**src/rtl/ysyx_lsu.sv**
```systemverilog
// Load/store unit front end: takes one EXU memory request at a time, checks it,
// drives the arbiter's lsu load/store port group and returns one response to WBU.
module ysyx_lsu #(
  parameter int unsigned ADDR_W = 32,
  parameter int unsigned DATA_W = 32
) (
  input  logic              clk,
  input  logic              rst,
  // EXU request
  input  logic              req_valid,
  output logic              req_ready_o,
  input  logic              req_wen,
  input  logic [ADDR_W-1:0] req_addr,
  input  logic [DATA_W-1:0] req_wdata,
  input  logic [2:0]        req_funct3,
  // WBU response
  output logic              rsp_valid_o,
  input  logic              rsp_ready,
  output logic [DATA_W-1:0] rsp_rdata_o,
  output logic              rsp_err_o,
  // Arbiter load port
  output logic [ADDR_W-1:0] lsu_araddr_o,
  output logic              lsu_arvalid_o,
  output logic [7:0]        lsu_rstrb_o,
  input  logic [DATA_W-1:0] lsu_rdata,
  input  logic              lsu_rvalid,
  // Arbiter store port
  output logic [ADDR_W-1:0] lsu_awaddr_o,
  output logic              lsu_awvalid_o,
  output logic [DATA_W-1:0] lsu_wdata_o,
  output logic [7:0]        lsu_wstrb_o,
  output logic              lsu_wvalid_o,
  input  logic              lsu_wready,
  // Performance counters
  output logic [31:0]       perf_ld_cnt_o,
  output logic [31:0]       perf_st_cnt_o,
  output logic [31:0]       perf_wait_cyc_o
);

  typedef enum logic [1:0] {StIdle, StLoad, StStore, StResp} state_e;

  state_e            state_q;
  logic [ADDR_W-1:0] addr_q;
  logic [DATA_W-1:0] wdata_q;
  logic [2:0]        funct3_q;
  logic [7:0]        rstrb_q;
  logic [7:0]        wstrb_q;
  logic [DATA_W-1:0] rdata_q;
  logic              err_q;
  logic [31:0]       ld_cnt_q;
  logic [31:0]       st_cnt_q;
  logic [31:0]       wait_cyc_q;

  logic              f3_illegal;
  logic              misaligned;
  logic              req_err;
  logic [7:0]        req_strb;
  logic [DATA_W-1:0] ld_ext;

  // Decode the incoming request: legality, alignment and byte strobe from size
  always_comb begin
    f3_illegal = 1'b0;
    misaligned = 1'b0;
    req_strb   = 8'h0f;
    if (req_wen) begin
      f3_illegal = (req_funct3 > 3'b010);
    end else begin
      f3_illegal = (req_funct3 == 3'b011) || (req_funct3 == 3'b110) ||
                   (req_funct3 == 3'b111);
    end
    case (req_funct3[1:0])
      2'b00:   req_strb = 8'h01;
      2'b01: begin
        req_strb   = 8'h03;
        misaligned = req_addr[0];
      end
      default: begin
        req_strb   = 8'h0f;
        misaligned = (req_addr[1:0] != 2'b00);
      end
    endcase
    req_err = f3_illegal || misaligned;
  end

  // Sign/zero-extend the already right-aligned load data
  always_comb begin
    ld_ext = lsu_rdata;
    case (funct3_q)
      3'b000:  ld_ext = {{(DATA_W-8){lsu_rdata[7]}}, lsu_rdata[7:0]};
      3'b100:  ld_ext = {{(DATA_W-8){1'b0}}, lsu_rdata[7:0]};
      3'b001:  ld_ext = {{(DATA_W-16){lsu_rdata[15]}}, lsu_rdata[15:0]};
      3'b101:  ld_ext = {{(DATA_W-16){1'b0}}, lsu_rdata[15:0]};
      default: ld_ext = lsu_rdata;
    endcase
  end

  // Request FSM; latches the request and owns all registered response fields
  always_ff @(posedge clk or negedge rst) begin
    if (!rst) begin
      state_q  <= StIdle;
      addr_q   <= '0;
      wdata_q  <= '0;
      funct3_q <= 3'b000;
      rstrb_q  <= 8'h00;
      wstrb_q  <= 8'h00;
      rdata_q  <= '0;
      err_q    <= 1'b0;
    end else begin
      case (state_q)
        StIdle: begin
          if (req_valid) begin
            addr_q   <= req_addr;
            wdata_q  <= req_wdata;
            funct3_q <= req_funct3;
            rdata_q  <= '0;
            if (req_err) begin
              // Errored requests never touch the bus
              err_q   <= 1'b1;
              rstrb_q <= 8'h00;
              wstrb_q <= 8'h00;
              state_q <= StResp;
            end else if (req_wen) begin
              err_q   <= 1'b0;
              rstrb_q <= 8'h00;
              wstrb_q <= req_strb;
              state_q <= StStore;
            end else begin
              err_q   <= 1'b0;
              rstrb_q <= req_strb;
              wstrb_q <= 8'h00;
              state_q <= StLoad;
            end
          end
        end
        StLoad: begin
          if (lsu_rvalid) begin
            rdata_q <= ld_ext;
            state_q <= StResp;
          end
        end
        StStore: begin
          if (lsu_wready) begin
            state_q <= StResp;
          end
        end
        StResp: begin
          if (rsp_ready) begin
            state_q <= StIdle;
          end
        end
        default: state_q <= StIdle;
      endcase
    end
  end

  // Performance counters, free-running and wrapping
  always_ff @(posedge clk or negedge rst) begin
    if (!rst) begin
      ld_cnt_q   <= 32'd0;
      st_cnt_q   <= 32'd0;
      wait_cyc_q <= 32'd0;
    end else begin
      if (state_q == StLoad && lsu_rvalid) begin
        ld_cnt_q <= ld_cnt_q + 32'd1;
      end
      if (state_q == StStore && lsu_wready) begin
        st_cnt_q <= st_cnt_q + 32'd1;
      end
      if (state_q == StLoad || state_q == StStore) begin
        wait_cyc_q <= wait_cyc_q + 32'd1;
      end
    end
  end

  assign req_ready_o     = (state_q == StIdle);
  assign rsp_valid_o     = (state_q == StResp);
  assign rsp_rdata_o     = rdata_q;
  assign rsp_err_o       = err_q;

  assign lsu_arvalid_o   = (state_q == StLoad);
  assign lsu_araddr_o    = addr_q;
  assign lsu_rstrb_o     = rstrb_q;

  assign lsu_awvalid_o   = (state_q == StStore);
  assign lsu_wvalid_o    = (state_q == StStore);
  assign lsu_awaddr_o    = addr_q;
  assign lsu_wdata_o     = wdata_q;
  assign lsu_wstrb_o     = wstrb_q;

  assign perf_ld_cnt_o   = ld_cnt_q;
  assign perf_st_cnt_o   = st_cnt_q;
  assign perf_wait_cyc_o = wait_cyc_q;

endmodule

```
**config.mk**
```make
export PLATFORM = sky130hd
export DESIGN_NAME = ysyx_lsu
export DESIGN_NICKNAME = d
export VERILOG_FILES = /design/src/rtl/ysyx_lsu.sv
export SDC_FILE = /design/constraint.sdc
export NUM_CORES = 1
export LEC_CHECK = 0
export ABC_AREA = 1
export ABC_CLOCK_PERIOD_IN_PS = 1900
export BUFFER_PORTS_ARGS = -buffer_cell sky130_fd_sc_hd__buf_2
export CAP_MARGIN = 20
export CORE_MARGIN = 10
export CORE_UTILIZATION = 50
export CTS_CLUSTER_SIZE = 14
export DETAILED_ROUTE_END_ITERATION = 10
export PLACE_DENSITY_LB_ADDON = 0.25
export REMOVE_ABC_BUFFERS = 1
export SLEW_MARGIN = 20
export SYNTH_ARGS = -nofsm -noshare
export SYNTH_HDL_FRONTEND = slang
export SYNTH_SLANG_ARGS = --single-unit
```
**constraint.sdc**
```tcl
create_clock -name clk -period 1.9 [get_ports clk]
set_clock_uncertainty 0.05 [all_clocks]
set_input_delay 0.38 -clock clk [delete_from_list [all_inputs] [get_ports clk]]
set_output_delay 0.38 -clock clk [all_outputs]
set_load 0.005 [all_outputs]
```
**Word-level counts from Yosys, hierarchy flattened**

Cells that the tools add are included.

- Register bits: 214
- Word-level logic and storage cells: 62

- Muxes and demuxes: 19
- Eq/ne operators: 14
- Add/subtract/negate cells: 3
- $lt $le $gt $ge: 1
- Reductions and logical operators: 14

Operators with widths:

| operator | count |
|---|---|
| one-hot mux 32 bit (4 select lines) | 1 |
| adder 32 x 1 -> 32 bit, second input constant | 3 |
| two-way mux 32 bit | 2 |
| one-hot mux 32 bit (2 select lines) | 1 |
| two-way mux 8 bit | 4 |
| equality test 3 bit, second input constant | 4 |
| two-way mux 2 bit | 6 |
| one-hot mux 2 bit (4 select lines) | 1 |
| one-hot mux 4 bit (2 select lines) | 1 |
| != test 2 x 1 -> 1 bit, second input constant | 3 |
| equality test 2 x 1 -> 1 bit, second input constant | 2 |
| equality test 2 bit, second input constant | 2 |
| zero test 2 bit | 2 |
| logical OR 1 bit | 4 |
| AND reduction 4 bit | 1 |
| nonzero test 2 bit | 2 |
| equality test 3 x 1 -> 1 bit, second input constant | 1 |
| equality test 3 x 2 -> 1 bit, second input constant | 1 |
| greater-than comparator 3 x 2 -> 1 bit, second input constant | 1 |
| zero test 3 bit | 1 |
| AND reduction 3 bit | 1 |
| logical AND 1 bit | 2 |
| two-way mux 1 bit | 2 |
| != test 2 bit, second input constant | 1 |
| other kinds (2) | 2 |

**Longest topological paths before layout**

- Depth in word-level cells: 8
- Gate-level depth with buffers: 11
- Mapped depth without buffers: 10

**Least setup slack after synthesis**

OpenSTA, ideal clock, no wires.

- Kind: reg2reg
- From: register state_q[0]
- To: register wait_cyc_q[23], in the netlist perf_wait_cyc_o[23]
- Data required time: 1724 ps
- Slack: 179 ps
- Period minus slack after synthesis: 1721 ps
- Arrival time: 1545 ps
- Cell stages (with the launch flop): 10
- Cells stage by stage: dfrtp_1 -> inv_1 -> ha_1 -> nand2_2 -> nor2_4 -> nand3_4 -> nor2_4 -> buf_6 -> nand2_2 -> xnor2_2

- Cells in the longest elaborated chain, start to end: 2
- Elaborated cells between the ends (all ways): 3

Ends and longest elaborated chain:

| item | line | text |
|---|---|---|
| from (decl) | 42 | `state_e state_q;` |
| from (signal assigned) | 100 | `state_q <= StIdle;` |
| from (signal assigned) | 121 | `state_q <= StResp;` |
| from (signal assigned) | 126 | `state_q <= StStore;` |
| equality test 2 x 1 -> 1 bit / equality test 2 bit (equally long branches) | 169 | `if (state_q == StLoad \|\| state_q == StStore) begin` |
| logical OR 1 bit (*) | 169 |  |
| to (signal assigned) | 170 | `wait_cyc_q <= wait_cyc_q + 32'd1;` |
| to (decl) | 52 | `logic [31:0] wait_cyc_q;` |

Mark *: on every way between the ends. The rest lies on a longest branch, timed or not.
A chain may end at the register's enable or synchronous reset.

**Worst setup path after layout**

- From: register state_q[0]
- To: output port lsu_awvalid_o

- Cells in the longest elaborated chain, start to end: 1

Ends and longest elaborated chain:

| item | line | text |
|---|---|---|
| equality test 2 bit | 184 | `assign lsu_awvalid_o = (state_q == StStore);` |
| to (decl) | 29 | `output logic lsu_awvalid_o,` |

No other way between the ends.

==> impl_metrics.json <==
{
  "coreArea_um2": 18890,
  "drv_cap": 0,
  "switching_power_mw": 5.410,
  "via_per_inst": 4.981,
  "whs_ns": 0.02169,
  "vias": 8696,
  "finalWorstSetupSlack_ns": 0.06181,
  "num-nets-final": 1581,
  "drive_above_1_share_pct": 30.37,
  "slew_violations": 0,
  "wl_per_cell_um": 16.72,
  "synth_cell_types": 33,
  "top_usage_layer": "met2",
  "drtPass1Iterations": 5,
  "start_kind": "register",
  "cp-startpoint": "state_q[0]",
  "clkPwrFrac_pct": 29.3,
  "grt_pass1_wl_um": 46960,
  "cts_made_buffers": 23,
  "dpl.hpwl_um": 22460,
  "cts_tree": "done",
  "cts.sinks": 204,
  "yosysSeqAreaShare_pct": 52.72,
  "grt_use_met3_pct": 6.713,
  "cp-endpoint": "lsu_awvalid_o",
  "ys_ff_latch": 204,
  "rsz0062_at_grt": "yes",
  "drt_iter0_drc": 485,
  "yosys-top-cells-area": "dfrtp_1, nand2_1, nand3_1, nor2_1, buf_4",
  "syn_area_um2": 9683,
  "reg2reg_to": "perf_st_cnt_o[27]",
  "fin_area_um2": 12480,
  "die_y_um": 159.2,
  "synth.most_common_cell": "nand2_1",
  "irDropWorstVdd_mv": 0.9041,
  "fmax_mhz": 544.0,
  "ant_nets": 0,
  "power_frac_comb_pct": 30.7,
  "synth_edf_count": 0,
  "holdPathStages": 3,
  "finalCriticalPeriod_ns": 1.838,
  "status": "finished, final reports clean",
  "synth_top_area_cell": "dfrtp_1",
  "finalHoldViolations": 0,
  "crit_required_ns": 1.47,
  "routed_wl_um": 29200,
  "cp.depth": 3,
  "critPathCaptureType": "primary output",
  "synthCells": 1140,
  "grt.met2_usage_pct": 37.01,
  "r2r-start": "state_q[0]",
  "clk_pin_slew_ns": 0.06,
  "async_flop_share_pct": 100.0,
  "setup_violations": 0,
  "h-tree-depth": 1,
  "fin_util_pct": 66.03,
  "dp_slack_ns": 0.005459,
  "max_stage_delay_ns": 0.40,
  "period_share_pct": 96.75,
  "gr-total-overflow": 0,
  "drc": 0,
  "worstMarginPinSlew_ns": 0.6934,
  "path_max_fanout": 5,
  "yosysTopAreaCellShare_pct": 52.72,
  "holdCritPathClass": "in -> reg",
  "r2r_setup_slack_ns": 0.08,
  "intPower_mw": 10.65,
  "crit_type": "reg -> out",
  "cp_num_buf_inv": 2,
  "reg2reg_depth": 8,
  "clk-insertion-delay-late_ns": 0.50,
  "dpl-instance-area_um2": 11530,
  "cp_slowest_cell": "dfrtp_1",
  "tns_ns": 0,
  "root_buffer": "clkbuf_16",
  "die_w_um": 159.2,
  "dieArea_um2": 25330,
  "grt_usage_pct": 22.20,
  "critical-path-top-delay-family": "flip-flops",
  "cts_buffer_depth": 3,
  "synth_ff_type": "dfrtp_1",
  "powerDensity_nw_per_um2": 1287,
  "grt_pass1_vias": 8705,
  "portBuffers": 343,
  "p_sw_share_pct": 33.69,
  "use_met1_pct": 27.28,
  "arrival_ns": 1.41,
  "slew_headroom_pct": 53.29,
  "area_delta_synth_final_pct": 28.84,
  "initial_utilization_pct": 51.25,
  "synth_top_cells_by_count": "nand2_1, dfrtp_1, nor2_1",
  "seqPwrFrac_pct": 40.0,
  "gp_congestion": 0.9211,
  "io_pins": 352,
  "grt_antenna_before_repair": 2,
  "p_leak_nw": 6.949,
  "avgSynthCellArea_um2": 8.494,
  "grt_max_degree": 78,
  "synth_warnings": 0,
  "path_cells": "inv_1 > ha_2 > buf_2",
  "fp-row-count": 50
}
## tightest hold or removal path, cell delays in order
cell and delay, ns:
buf_2 0.07, nand2_1 0.04, nand2_1 0.04
## cell families (layout without fill, tap and decap cells)
logic type,after synthesis,in the layout,share of synthesized area [%]
adder cells (fa/ha/maj),7,7,0.9045
XOR/XNOR,66,66,6.047
flip-flops,204,204,52.72
AO/OA/AOI/OAI,51,52,3.140
buffers and inverters,152,489,7.817
AND/OR/NAND/NOR,659,659,29.33
other,1,9,0.03873
## cells in the final DEF, fill, tap and decap left out, types with 2 or more instances in the layout
cell	count
o21ai_0	26
o21ai_2	10
buf_12	7
dfrtp_1	204
nand3b_1	13
nor2_2	8
buf_2	342
a21oi_1	10
nor2_1	83
nand3_2	3
clkbuf_1	4
conb_1	8
buf_4	11
o21ai_4	2
nor3_1	14
inv_1	79
nor3_4	2
nand3_1	73
clkbuf_8	6
bufinv_16	4
inv_2	3
ha_1	4
xnor2_1	34
nor2_4	10
nand4_1	27
ha_2	2
nand3_4	2
clkinv_2	4
and2_1	2
o21a_1	3
xor2_1	31
nand2_1	416
clkbuf_16	23
nand2_2	4
## layer usage
layer	share of wire, %	wire length (µm)	up-vias
met5	0.045	13	-
met4	2.2	646	2
met3	8.6	2503	42
met2	49	14230	338
met1	40	11800	4127
li1	-	-	4187
## metrics by stage
step	power, mW	std cells
floorplan	8.545	1078
global placement	11.22	1698
detailed placement	11.34	1698
CTS	16.13	1741
global route	17.14	1746
finish	16.06	1746
## final cells by class
class | instances | area [µm²]
multi-input combinational | 792 | 3939
clock buffer | 32 | 659.4
inverter | 83 | 314.1
fill | 1585 | 6417
tap | 260 | 325.3
sequential | 204 | 5105
timing repair buffer | 364 | 1974
clock inverter | 10 | 156.4
antenna | 1 | 2.502
## flip-flops by register name, summed over array words and instances, names as in the netlist
name and cells:
perf_ld_cnt_o 32, lsu_wstrb_o 3, rsp_rdata_o 32, perf_wait_cyc_o 32
lsu_wdata_o 32, perf_st_cnt_o 32, lsu_araddr_o 32, funct3_q 3
lsu_rstrb_o 3, state_q 2, rsp_err_o 1
## power groups by stage
stage | clock network [mW] | registers [mW] | logic (mW)
finish | 4.70 | 6.43 | 4.93
CTS | 4.79 | 6.43 | 4.91
global placement | 0 | 6.43 | 4.78
floorplan | 0 | 6.51 | 2.03
detailed placement | 0 | 6.43 | 4.91
global route | 5.00 | 6.60 | 5.55
## timing repair
item                                    4_1_cts  5_1_grt
endpoints found under the hold margin        40        0
hold buffers                                  1        0
endpoints found under the setup margin        3       52
pin swaps                                     0        2
setup buffers                                 0        3
resized for setup                             1       19
gates cloned                                  0        1
## how the worst min path moves through the flow
stage	endpoint	start	slack (ns)
after detailed placement	perf_st_cnt_o[21]	rst	0.31
after global placement	perf_st_cnt_o[21]	rst	0.31
final	lsu_araddr_o[4]	req_addr[4]	0.02
after floorplan	funct3_q[0]	rst	0.03
after CTS	lsu_araddr_o[4]	req_addr[4]	0.005
after global routing	lsu_wdata_o[2]	req_wdata[2]	0.006
Note: power is estimated with default switching activity, not from simulation.
